## src/rtl/pipe_add_pkg.sv

```systemverilog
// pipe_add_pkg: shared defaults and configuration check for the pipelined carry adder.
package pipe_add_pkg;
   localparam int PIPE_ADD_WIDTH = 64;
   localparam int PIPE_ADD_SEG   = 8;
   function automatic bit seg_fits(input int width, input int seg);
      return seg > 0 && width >= seg && width % seg == 0;
   endfunction
   localparam bit PIPE_ADD_CFG_OK = seg_fits(PIPE_ADD_WIDTH, PIPE_ADD_SEG);
endpackage

```

## src/rtl/pipe_carry_adder_if.sv

```systemverilog
// pipe_carry_adder_if: operand/result handshake bundle; PIPE_ADD_SUB_EN adds in_sub.
interface pipe_carry_adder_if
   import pipe_add_pkg::*;
#(
   parameter int WIDTH = PIPE_ADD_WIDTH
) ();
   logic             in_valid;
   logic             in_ready;
   logic [WIDTH-1:0] in_a;
   logic [WIDTH-1:0] in_b;
   logic             in_cin;
   logic             out_valid;
   logic             out_ready;
   logic [WIDTH-1:0] out_sum;
   logic             out_cout;
`ifdef PIPE_ADD_SUB_EN
   logic             in_sub;
   modport master (output in_valid, in_a, in_b, in_cin, in_sub, out_ready,
                   input  in_ready, out_valid, out_sum, out_cout);
   modport slave  (input  in_valid, in_a, in_b, in_cin, in_sub, out_ready,
                   output in_ready, out_valid, out_sum, out_cout);
`else
   modport master (output in_valid, in_a, in_b, in_cin, out_ready,
                   input  in_ready, out_valid, out_sum, out_cout);
   modport slave  (input  in_valid, in_a, in_b, in_cin, out_ready,
                   output in_ready, out_valid, out_sum, out_cout);
`endif
endinterface

```

## src/rtl/pipe_add_seg.sv

```systemverilog
// pipe_add_seg: combinational SEG-bit ripple-carry segment adder.
module pipe_add_seg
   import pipe_add_pkg::*;
#(
   parameter int SEG = PIPE_ADD_SEG
) (
   input  logic [SEG-1:0] a,
   input  logic [SEG-1:0] b,
   input  logic           cin,
   output logic [SEG-1:0] sum,
   output logic           cout
);
   logic [SEG:0] c;
   always_comb begin
      c    = '0;
      sum  = '0;
      c[0] = cin;
      for (int i = 0; i < SEG; i++) begin
         sum[i]   = a[i] ^ b[i] ^ c[i];
         c[i+1]   = (a[i] & b[i]) | (c[i] & (a[i] ^ b[i]));
      end
      cout = c[SEG];
   end
endmodule

```

## src/rtl/pipe_carry_adder.sv

```systemverilog
// pipe_carry_adder: WIDTH-bit adder pipelined as SEG-bit ripple stages with valid/ready flow control.
// Define PIPE_ADD_SUB_EN to add the in_sub (A - B) mode.
module pipe_carry_adder
   import pipe_add_pkg::*;
#(
   parameter int WIDTH = PIPE_ADD_WIDTH,
   parameter int SEG   = PIPE_ADD_SEG
) (
   input logic               clk,
   input logic               rst_n,
   pipe_carry_adder_if.slave bus
);
   localparam int NSEG = WIDTH / SEG;
   if (!PIPE_ADD_CFG_OK || !seg_fits(WIDTH, SEG)) begin : g_bad_cfg
      $error("pipe_carry_adder: WIDTH must be a positive multiple of SEG");
   end
   logic [NSEG:0]    rdy;
   logic [NSEG-1:0]  v_all;
   logic             sub;
   logic [WIDTH-1:0] b_in;
`ifdef PIPE_ADD_SUB_EN
   assign sub = bus.in_sub;
`else
   assign sub = 1'b0;
`endif
   assign b_in = sub ? ~bus.in_b : bus.in_b;
   // Ready ripples back from the consumer; an empty stage is always ready, so bubbles collapse.
   always_comb begin
      rdy[NSEG] = bus.out_ready;
      for (int k = NSEG - 1; k >= 0; k--)
         rdy[k] = !v_all[k] || rdy[k+1];
   end
   for (genvar k = 0; k < NSEG; k++) begin : g_stage
      localparam int IW = WIDTH - k * SEG;
      localparam int SW = (k + 1) * SEG;
      logic [IW-1:0]  a_src, b_src;
      logic [SW-1:0]  s_src, s_d, s_q;
      logic [SEG-1:0] seg_s;
      logic           c_src, v_src, seg_c, c_d, c_q, v_d, v_q;
      if (k == 0) begin : g_head
         assign a_src = bus.in_a;
         assign b_src = b_in;
         assign c_src = sub | bus.in_cin;
         assign v_src = bus.in_valid;
         assign s_src = seg_s;
      end else begin : g_tail
         assign a_src = g_stage[k-1].g_fwd.a_q;
         assign b_src = g_stage[k-1].g_fwd.b_q;
         assign c_src = g_stage[k-1].c_q;
         assign v_src = g_stage[k-1].v_q;
         assign s_src = {seg_s, g_stage[k-1].s_q};
      end
      pipe_add_seg #(.SEG(SEG)) u_seg (
         .a   (a_src[SEG-1:0]),
         .b   (b_src[SEG-1:0]),
         .cin (c_src),
         .sum (seg_s),
         .cout(seg_c)
      );
      always_comb begin
         v_d = rdy[k] ? v_src : v_q;
         c_d = rdy[k] ? seg_c : c_q;
         s_d = rdy[k] ? s_src : s_q;
      end
      always_ff @(posedge clk or negedge rst_n) begin
         if (!rst_n) begin
            v_q <= 1'b0;
            c_q <= 1'b0;
            s_q <= '0;
         end else begin
            v_q <= v_d;
            c_q <= c_d;
            s_q <= s_d;
         end
      end
      assign v_all[k] = v_q;
      // Operand segments not yet consumed travel down with the partial result.
      if (k < NSEG - 1) begin : g_fwd
         logic [IW-SEG-1:0] a_d, a_q, b_d, b_q;
         always_comb begin
            a_d = rdy[k] ? a_src[IW-1:SEG] : a_q;
            b_d = rdy[k] ? b_src[IW-1:SEG] : b_q;
         end
         always_ff @(posedge clk or negedge rst_n) begin
            if (!rst_n) begin
               a_q <= '0;
               b_q <= '0;
            end else begin
               a_q <= a_d;
               b_q <= b_d;
            end
         end
      end
   end
   assign bus.in_ready  = rdy[0];
   assign bus.out_valid = v_all[NSEG-1];
   assign bus.out_sum   = g_stage[NSEG-1].s_q;
   assign bus.out_cout  = g_stage[NSEG-1].c_q;
endmodule

```

## src/flat_wrapper.sv

```systemverilog
// flat-port wrapper written by rule: the top's interface ports become plain ports
module pipe_carry_adder_flat import pipe_add_pkg::*;
#(
   parameter int WIDTH = PIPE_ADD_WIDTH,
   parameter int SEG   = PIPE_ADD_SEG
)
  (clk, rst_n, bus_in_valid, bus_in_a, bus_in_b, bus_in_cin, bus_out_ready, bus_in_ready, bus_out_valid, bus_out_sum, bus_out_cout);
  pipe_carry_adder_if #(.WIDTH(WIDTH)) bus_i ();
  input logic clk;
  input logic rst_n;
  input wire logic [$bits(bus_i.in_valid)-1:0] bus_in_valid;
  input wire logic [$bits(bus_i.in_a)-1:0] bus_in_a;
  input wire logic [$bits(bus_i.in_b)-1:0] bus_in_b;
  input wire logic [$bits(bus_i.in_cin)-1:0] bus_in_cin;
  input wire logic [$bits(bus_i.out_ready)-1:0] bus_out_ready;
  output wire logic [$bits(bus_i.in_ready)-1:0] bus_in_ready;
  output wire logic [$bits(bus_i.out_valid)-1:0] bus_out_valid;
  output wire logic [$bits(bus_i.out_sum)-1:0] bus_out_sum;
  output wire logic [$bits(bus_i.out_cout)-1:0] bus_out_cout;
  assign bus_i.in_valid = bus_in_valid;
  assign bus_i.in_a = bus_in_a;
  assign bus_i.in_b = bus_in_b;
  assign bus_i.in_cin = bus_in_cin;
  assign bus_i.out_ready = bus_out_ready;
  assign bus_in_ready = bus_i.in_ready;
  assign bus_out_valid = bus_i.out_valid;
  assign bus_out_sum = bus_i.out_sum;
  assign bus_out_cout = bus_i.out_cout;
  pipe_carry_adder #(.WIDTH(WIDTH), .SEG(SEG)) u_core (.clk(clk), .rst_n(rst_n), .bus(bus_i));
endmodule
```

## config.mk

```make
export PLATFORM = sky130hd
export DESIGN_NAME = pipe_carry_adder_flat
export DESIGN_NICKNAME = d
export VERILOG_FILES = /design/src/rtl/pipe_add_pkg.sv /design/src/rtl/pipe_carry_adder_if.sv /design/src/rtl/pipe_add_seg.sv /design/src/rtl/pipe_carry_adder.sv /design/src/flat_wrapper.sv
export SDC_FILE = /design/constraint.sdc
export NUM_CORES = 1
export LEC_CHECK = 0
export CAP_MARGIN = 20
export CORE_MARGIN = 5
export CORE_UTILIZATION = 55
export CTS_CLUSTER_DIAMETER = 30
export DETAILED_ROUTE_END_ITERATION = 6
export GPL_ROUTABILITY_DRIVEN = 0
export PLACE_DENSITY = 0.85
export SETUP_SLACK_MARGIN = 0.1
export SLEW_MARGIN = 0
export SYNTH_ARGS = -nofsm -noshare
export SYNTH_HDL_FRONTEND = slang
export SYNTH_SLANG_ARGS = --single-unit
```

## constraint.sdc

```tcl
create_clock -name clk -period 7.35 [get_ports clk]
set_clock_uncertainty 0.15 [all_clocks]
set_input_delay 1.8375 -clock clk [delete_from_list [all_inputs] [get_ports clk]]
set_output_delay 1.8375 -clock clk [all_outputs]
set_load 0.005 [all_outputs]
```

==> summary.txt, run 1 <==
Routing
  • Via count: around 16000
  • Antenna Nets Post-Route: 0
  • Number of remaining DRC errors: 0
  • Final wirelength: 57300 um
  • Pre-Repair DR Iteration Count: 5
  • 1st-iter DRT viols: slightly below 800
  • Post-DR vias/cell: 5.32
  • Drt wl/cell: 19.6 um

Pwr
  • Worst VDD drop: about 0.23 mV
  • P_int: roughly 11 mW
  • PwrDens: around 420 nW/um2
  • P_sw: between 4 and 5 mW
  • Sw Share: between 20% and 30%
  • Sequential power share: 41.4%
  • Leak: ~16 nW
  • Combinational share of power: 19.4%
  • Power share of the clock group: 39.3%

Die
  • Initial Util: 55.6%
  • Num ports: 200
  • Die H: about 240 um
  • Die area: a little under 60000 um2
  • Chip width: between 200 and 250 um
  • Row count: 84
  • Core Area: 52700 um2

Worst hold path
  • Hold depth: 2
  • Hold worst-path end: u_core.g_stage[6].s_q[39]
  • Worst hold start: u_core.g_stage[6].s_q[39]
  • Hold Path Class: reg2reg

Worst setup path
  • RR Startpoint: u_core.g_stage[1].g_fwd.b_q[0]
  • Worst EP required: ~5400 ps
  • Crit-path max FO: 4
  • Flop-to-flop setup slack: between 2000 and 3000 ps
  • FF-to-FF End: u_core.g_stage[2].s_q[23]
  • WS Path Type: in2out
  • Critical path launch point type: input pin
  • Arr. time, crit path: between 3000 and 4000 ps
  • Reg2Reg Depth: 12
  • Crit. End Element: output pin

Global route
  • Vias in the first global route: about 18000
  • GR Util All Layers: between 20% and 30%
  • Pin count of the biggest net entering global routing: 192
  • Initial antenna violation count: 4
  • Global-route wire length before repair: 95800 um
  • Overflow after GRT: 0

Synthesis
  • Primary FF master, synth: dfrtp_1
  • Sequential area share after synthesis: between 60% and 70%
  • Unique cell type count in the Yosys netlist: 27
  • Post-synth EDFFs: 0
  • Syn. warnings: 0
  • Synth Instances: 1894
  • Post-synth ARST share: 100%
  • Post-Syn Area: 29300 um2
  • FF+latch count, synth: roughly 750
  • Synthesized area per cell: about 15 um2
  • Synth Net Count: about 2100

Clock network
  • Post_cts resized: 0
  • Hold Buf Count CTS: 0
  • CTS tree: yes
  • H-tree depth: 3
  • Clock transition at path regs: 50 ps
  • CTS buffer count: 120
  • Maximum root-to-sink buffer count: 3
  • Worst-skew pair later-pin latency: ~650 ps
  • Clock sink count: around 750
  • Post-CTS setup buffers: 0
  • CTS root buffer: clkbuf_16

Flow run
  • Max Cap Viol: 0

STA
  • Hold Fails Final Rpt: 0
  • Total negative slack: 0 ps
  • Final setup viols: 0
  • Worst slew pin tran: ~1100 ps
  • Final Cycle Share: roughly three quarters
  • RSZ-0062 raised after global routing: false
  • Slew Limit Headroom: between 20% and 30%
  • Pins Over Slew Limit: 0
  • Fmax: roughly 180 MHz
  • Final Critical Period: roughly 5600 ps

Place
  • Placed cell areas: about 32000 um2
  • Post-DP HPWL: 33400 um
  • PortBufs: just under 200

Finish
  • Nets@finish: about 2300
  • P&R area growth vs syn: 23.9%
  • Antenna Diode Count: 0
  • Post-Layout Inst Area: about 36000 um2
  • Layout cells sized above 1: a little over a third

Run status
  • Status: complete, no violations
## synthesized netlist by cell type, types with 2 or more instances
cell type	number	area (um2)
buf_2	42	210
nor2_1	9	33.8
a21oi_1	12	60.1
mux2i_1	9	90.1
buf_6	2	22.5
mux2_2	557	6270
nand2b_1	6	37.5
or2_2	3	18.8
dfrtp_1	752	18800
buf_1	4	15.0
nor3_1	3	15.0
buf_4	14	105
mux2_1	89	1000
nand4_1	4	25.0
nand2_1	210	788
inv_1	65	244
fa_1	64	1280
clkbuf_1	29	109
o21ai_0	11	55.1
and2_1	2	12.5
## registers in the layout (all words and copies together), names as in the netlist
name and cells:
u_core.bus.out_cout 1, u_core.bus.out_sum 64, u_core.bus.out_valid 1, u_core.g_stage.c_q 7, u_core.g_stage.g_fwd.a_q 224, u_core.g_stage.g_fwd.b_q 224, u_core.g_stage.s_q 224, u_core.g_stage.v_q 7
## cells in the final DEF (no fill, tap or decap), drive strengths merged, types with 6 or more instances in the layout
cell type	netlist	routed
dfrtp	752	752
mux2	646	646
nand2	210	210
clkdlybuf4s50	0	198
clkbuf	29	150
inv	65	77
fa	64	64
clkinv	0	27
bufinv	0	21
clkinvlp	0	16
buf	62	16
a21oi	12	12
o21ai	11	11
mux2i	9	9
nor2	9	9
nand2b	6	6
## worst max-delay path, cell delays in order
cell and delay, ps:
clkdlybuf4s50_1 480, nand3b_4 240, or4_1 560, clkdlybuf4s50_1 460
## layout make-up
cell class	instances	area (um2)
Sequential cell	752	18800
Fill cell	3276	16400
Multi-Input combinational cell	986	9800
Clock buffer	150	3330
Timing Repair Buffer	214	2180
Clock inverter	76	1040
Tap cell	688	861
Inverter	65	244
## kinds of logic after synthesis
| logic type | count (synthesis) | share of synthesized area, % |
|---|---|---|
| fa+ha+maj | 64 | 4.37 |
| compound gates | 23 | 0.393 |
| mux | 655 | 25.1 |
| buf+inv | 156 | 2.41 |
| flops | 752 | 64.2 |
| simple gates | 244 | 3.43 |
## per-layer routing
layer,up-vias,wire (um),track usage [%]
met5,-,0,0
met4,0,1680,6.70
met2,315,29400,35.1
met3,129,2310,4.15
met1,8182,24000,26.9
li1,6970,-,-
## stage by stage
stage | power, mW | instances | worst slack [ps] | util [%] | hold WS [ps]
after detailed placement | 9.21 | 2705 | 1530 | 60.6 | 304
after floorplan | 7.92 | 1894 | 2200 | - | 283
after global routing | 15.9 | 2931 | 1740 | 68.9 | 342
after CTS | 15.3 | 2931 | 1790 | 68.9 | 318
after global placement | 8.96 | 2705 | 1600 | 60.6 | 294
final | 15.1 | 2931 | 1780 | 68.9 | 315
## how the worst max path moves through the flow
stage                        from                  endpoint  slack (ps)  depth (start not counted)
floorplan              bus_in_cin  u_core.g_stage[0].s_q[7]        2200                         12
global placement       bus_in_cin  u_core.g_stage[0].s_q[7]        1600                         13
detailed placement     bus_in_cin  u_core.g_stage[0].s_q[7]        1530                         13
CTS                 bus_out_ready              bus_in_ready        1790                          4
global route        bus_out_ready              bus_in_ready        1740                          4
finish              bus_out_ready              bus_in_ready        1780                          4
## power groups by stage
stage	sequential, mW	combinational (mW)	clock, mW
global placement	6.21	2.76	0
detailed placement	6.29	2.92	0
global route	6.40	3.29	6.23
CTS	6.26	2.99	6.05
finish	6.26	2.93	5.94
floorplan	6.00	1.92	0
Note: power is estimated with default switching activity, not from simulation.
==> run 2: changes to the inputs <==
Clock period 7.35 ns to 5.65 ns, I/O delays scaled along.
==> summary.txt, run 2 (synthesis results as in run 1) <==
Clock network
  • Maximum root-to-sink buffer count: 3
  • Hold Buf Count CTS: 0
  • CTS root buffer: clkbuf_16
  • Post_cts resized: 0
  • Post-CTS setup buffers: 0
  • CTS tree: yes
  • Clock sink count: 752
  • H-tree depth: 4
  • CTS buffer count: roughly 140
  • Clock transition at path regs: 50 ps
  • Worst-skew pair later-pin latency: a little under 700 ps

Global route
  • Most Used Layer, Global Route: met2
  • Overflow after GRT: 0
  • Grt met1 use: roughly 28%
  • GR Layer Usage met3: approximately 5%
  • GRT met2 Usage: 35.5%
  • Global-route wire length before repair: 97400 um
  • Vias in the first global route: about 18000
  • GR Util All Layers: about a fifth
  • Initial antenna violation count: 4
  • Pin count of the biggest net entering global routing: 135

Worst setup path
  • WS Path Type: in2reg
  • Crit. End Element: flip-flop
  • Worst EP required: approximately 6100 ps
  • Reg2Reg Depth: 12
  • Arr. time, crit path: roughly 5200 ps
  • Critical path launch point type: input pin
  • Crit-path max FO: 1

Worst hold path
  • Hold depth: 2
  • Hold Path Class: reg2reg

Finish
  • Largest regs: u_core.g_stage.g_fwd.a_q x224, u_core.g_stage.g_fwd.b_q x224, u_core.g_stage.s_q x224
  • Multi-input gate area: 9800 um2
  • Layout cells sized above 1: 36.4%
  • Nets@finish: 2358
  • Fill count: 3269
  • Commonest non-fill, non-tap cell in the layout: dfrtp_1
  • Most frequent cells in the layout: dfrtp_1, mux2_2, nand2_1, clkdlybuf4s50_1, clkbuf_16
  • Register Area: roughly 19000 um2
  • P&R area growth vs syn: 25.3%

STA
  • Fmax: approximately 210 MHz
  • Pins Over Slew Limit: 0
  • Final Cycle Share: ~85%
  • Total negative slack: 0 ps
  • Slew Limit Headroom: between 20 and 30%
  • Worst setup margin: approximately 860 ps
  • RSZ-0062 raised after global routing: false
  • Hold Fails Final Rpt: 0
  • Worst slew pin tran: 1080 ps
  • Final Critical Period: around 4800 ps
  • Final setup viols: 0

Routing
  • Number of remaining DRC errors: 0
  • Post-DR vias/cell: 5.30
  • Drt wl/cell: 19.8 um
  • 1st-iter DRT viols: between 800 and 900
  • Pre-Repair DR Iteration Count: 4
  • Antenna Nets Post-Route: 0
  • Via count: about 16000
  • Final wirelength: ~60000 um

Place
  • PortBufs: slightly below 200
  • Post-DP HPWL: between 30000 and 40000 um
  • Setup WS pre-CTS: ~230 ps

Die
  • Chip width: around 240 um
  • Core Area: 52700 um2
  • Num ports: 200
  • Die area: 58000 um2
  • Initial Util: 55.6%
  • Row count: between 80 and 90
  • Die H: 241 um

Pwr
  • Worst VDD drop: between 0.2 and 0.3 mV
  • PwrDens: around 550 nW/um2
  • Leak: between 15 and 20 nW

Flow run
  • Max Cap Viol: 0

Run status
  • Status: complete, no violations
run 2: changes by cell type in the layout (fill, tap and decap cells not counted):
cell / previous run / this run
clkinv_8: 1 / 0
bufinv_16: 21 / 15
clkbuf_1: 13 / 9
clkinv_2: 16 / 30
clkbuf_8: 13 / 12
buf_12: 6 / 9
inv_8: 2 / 0
clkbuf_16: 124 / 145
clkinv_4: 10 / 6
diode_2: 0 / 1
inv_6: 10 / 11
buf_4: 9 / 13
run 2: layer usage:
metal,routed length [um],part of all wire [%]
met1,24800,42
met2,29900,51
met3,2470,4.2
met4,1300,2.2
met5,12,0.021
run 2: cell type report:
cell class	instances	share of cell area, %
tap	688	2.35
inverter	65	0.665
antenna	1	0.00682
multi-input combinational	986	26.7
timing repair buffer	221	6.20
clock buffer	166	10.4
clock inverter	78	2.37
sequential	752	51.3
run 2: metrics by stage:
step	area, um2	cells	utilization [%]	power (mW)	hold WS [ps]
final	36700	2957	69.7	20.1	308
after CTS	36700	2956	69.7	20.4	312
after global routing	36700	2957	69.7	21.2	334
after floorplan	29300	1894	-	10.3	283
after detailed placement	32000	2712	60.8	12.0	300
after global placement	32000	2712	60.8	11.7	294
run 2: path summary, 6_finish.rpt:
| check | from | to | slack (ps) |
|---|---|---|---|
| setup reg to reg | u_core.g_stage[1].g_fwd.b_q[0] | u_core.g_stage[2].s_q[23] | 1200 |
| max in group asynchronous | rst_n | u_core.g_stage[2].g_fwd.b_q[31] | 3460 |
| min in group asynchronous | rst_n | u_core.g_stage[0].g_fwd.a_q[14] | 650 |
| setup / recovery | bus_in_cin | u_core.g_stage[0].s_q[7] | 860 |
| hold / removal | u_core.g_stage[5].s_q[40] | u_core.g_stage[6].s_q[40] | 310 |
| hold reg to reg | u_core.g_stage[5].s_q[40] | u_core.g_stage[6].s_q[40] | 310 |
run 2: power breakdown:
group / leakage [nW] / switching, mW / internal, mW
registers: 8.80 / 1.02 / 7.09
clock network: 2.29 / 2.68 / 5.49
logic: 5.05 / 1.63 / 2.23
run 2: critical path, stage by stage:
cell and delay, ps:
clkdlybuf4s50_1 450, fa_1 430, inv_1 70, fa_1 160
inv_1 50, fa_1 390, fa_1 420, fa_1 400
fa_1 390, fa_1 390, inv_1 100, fa_1 420
mux2i_1 150
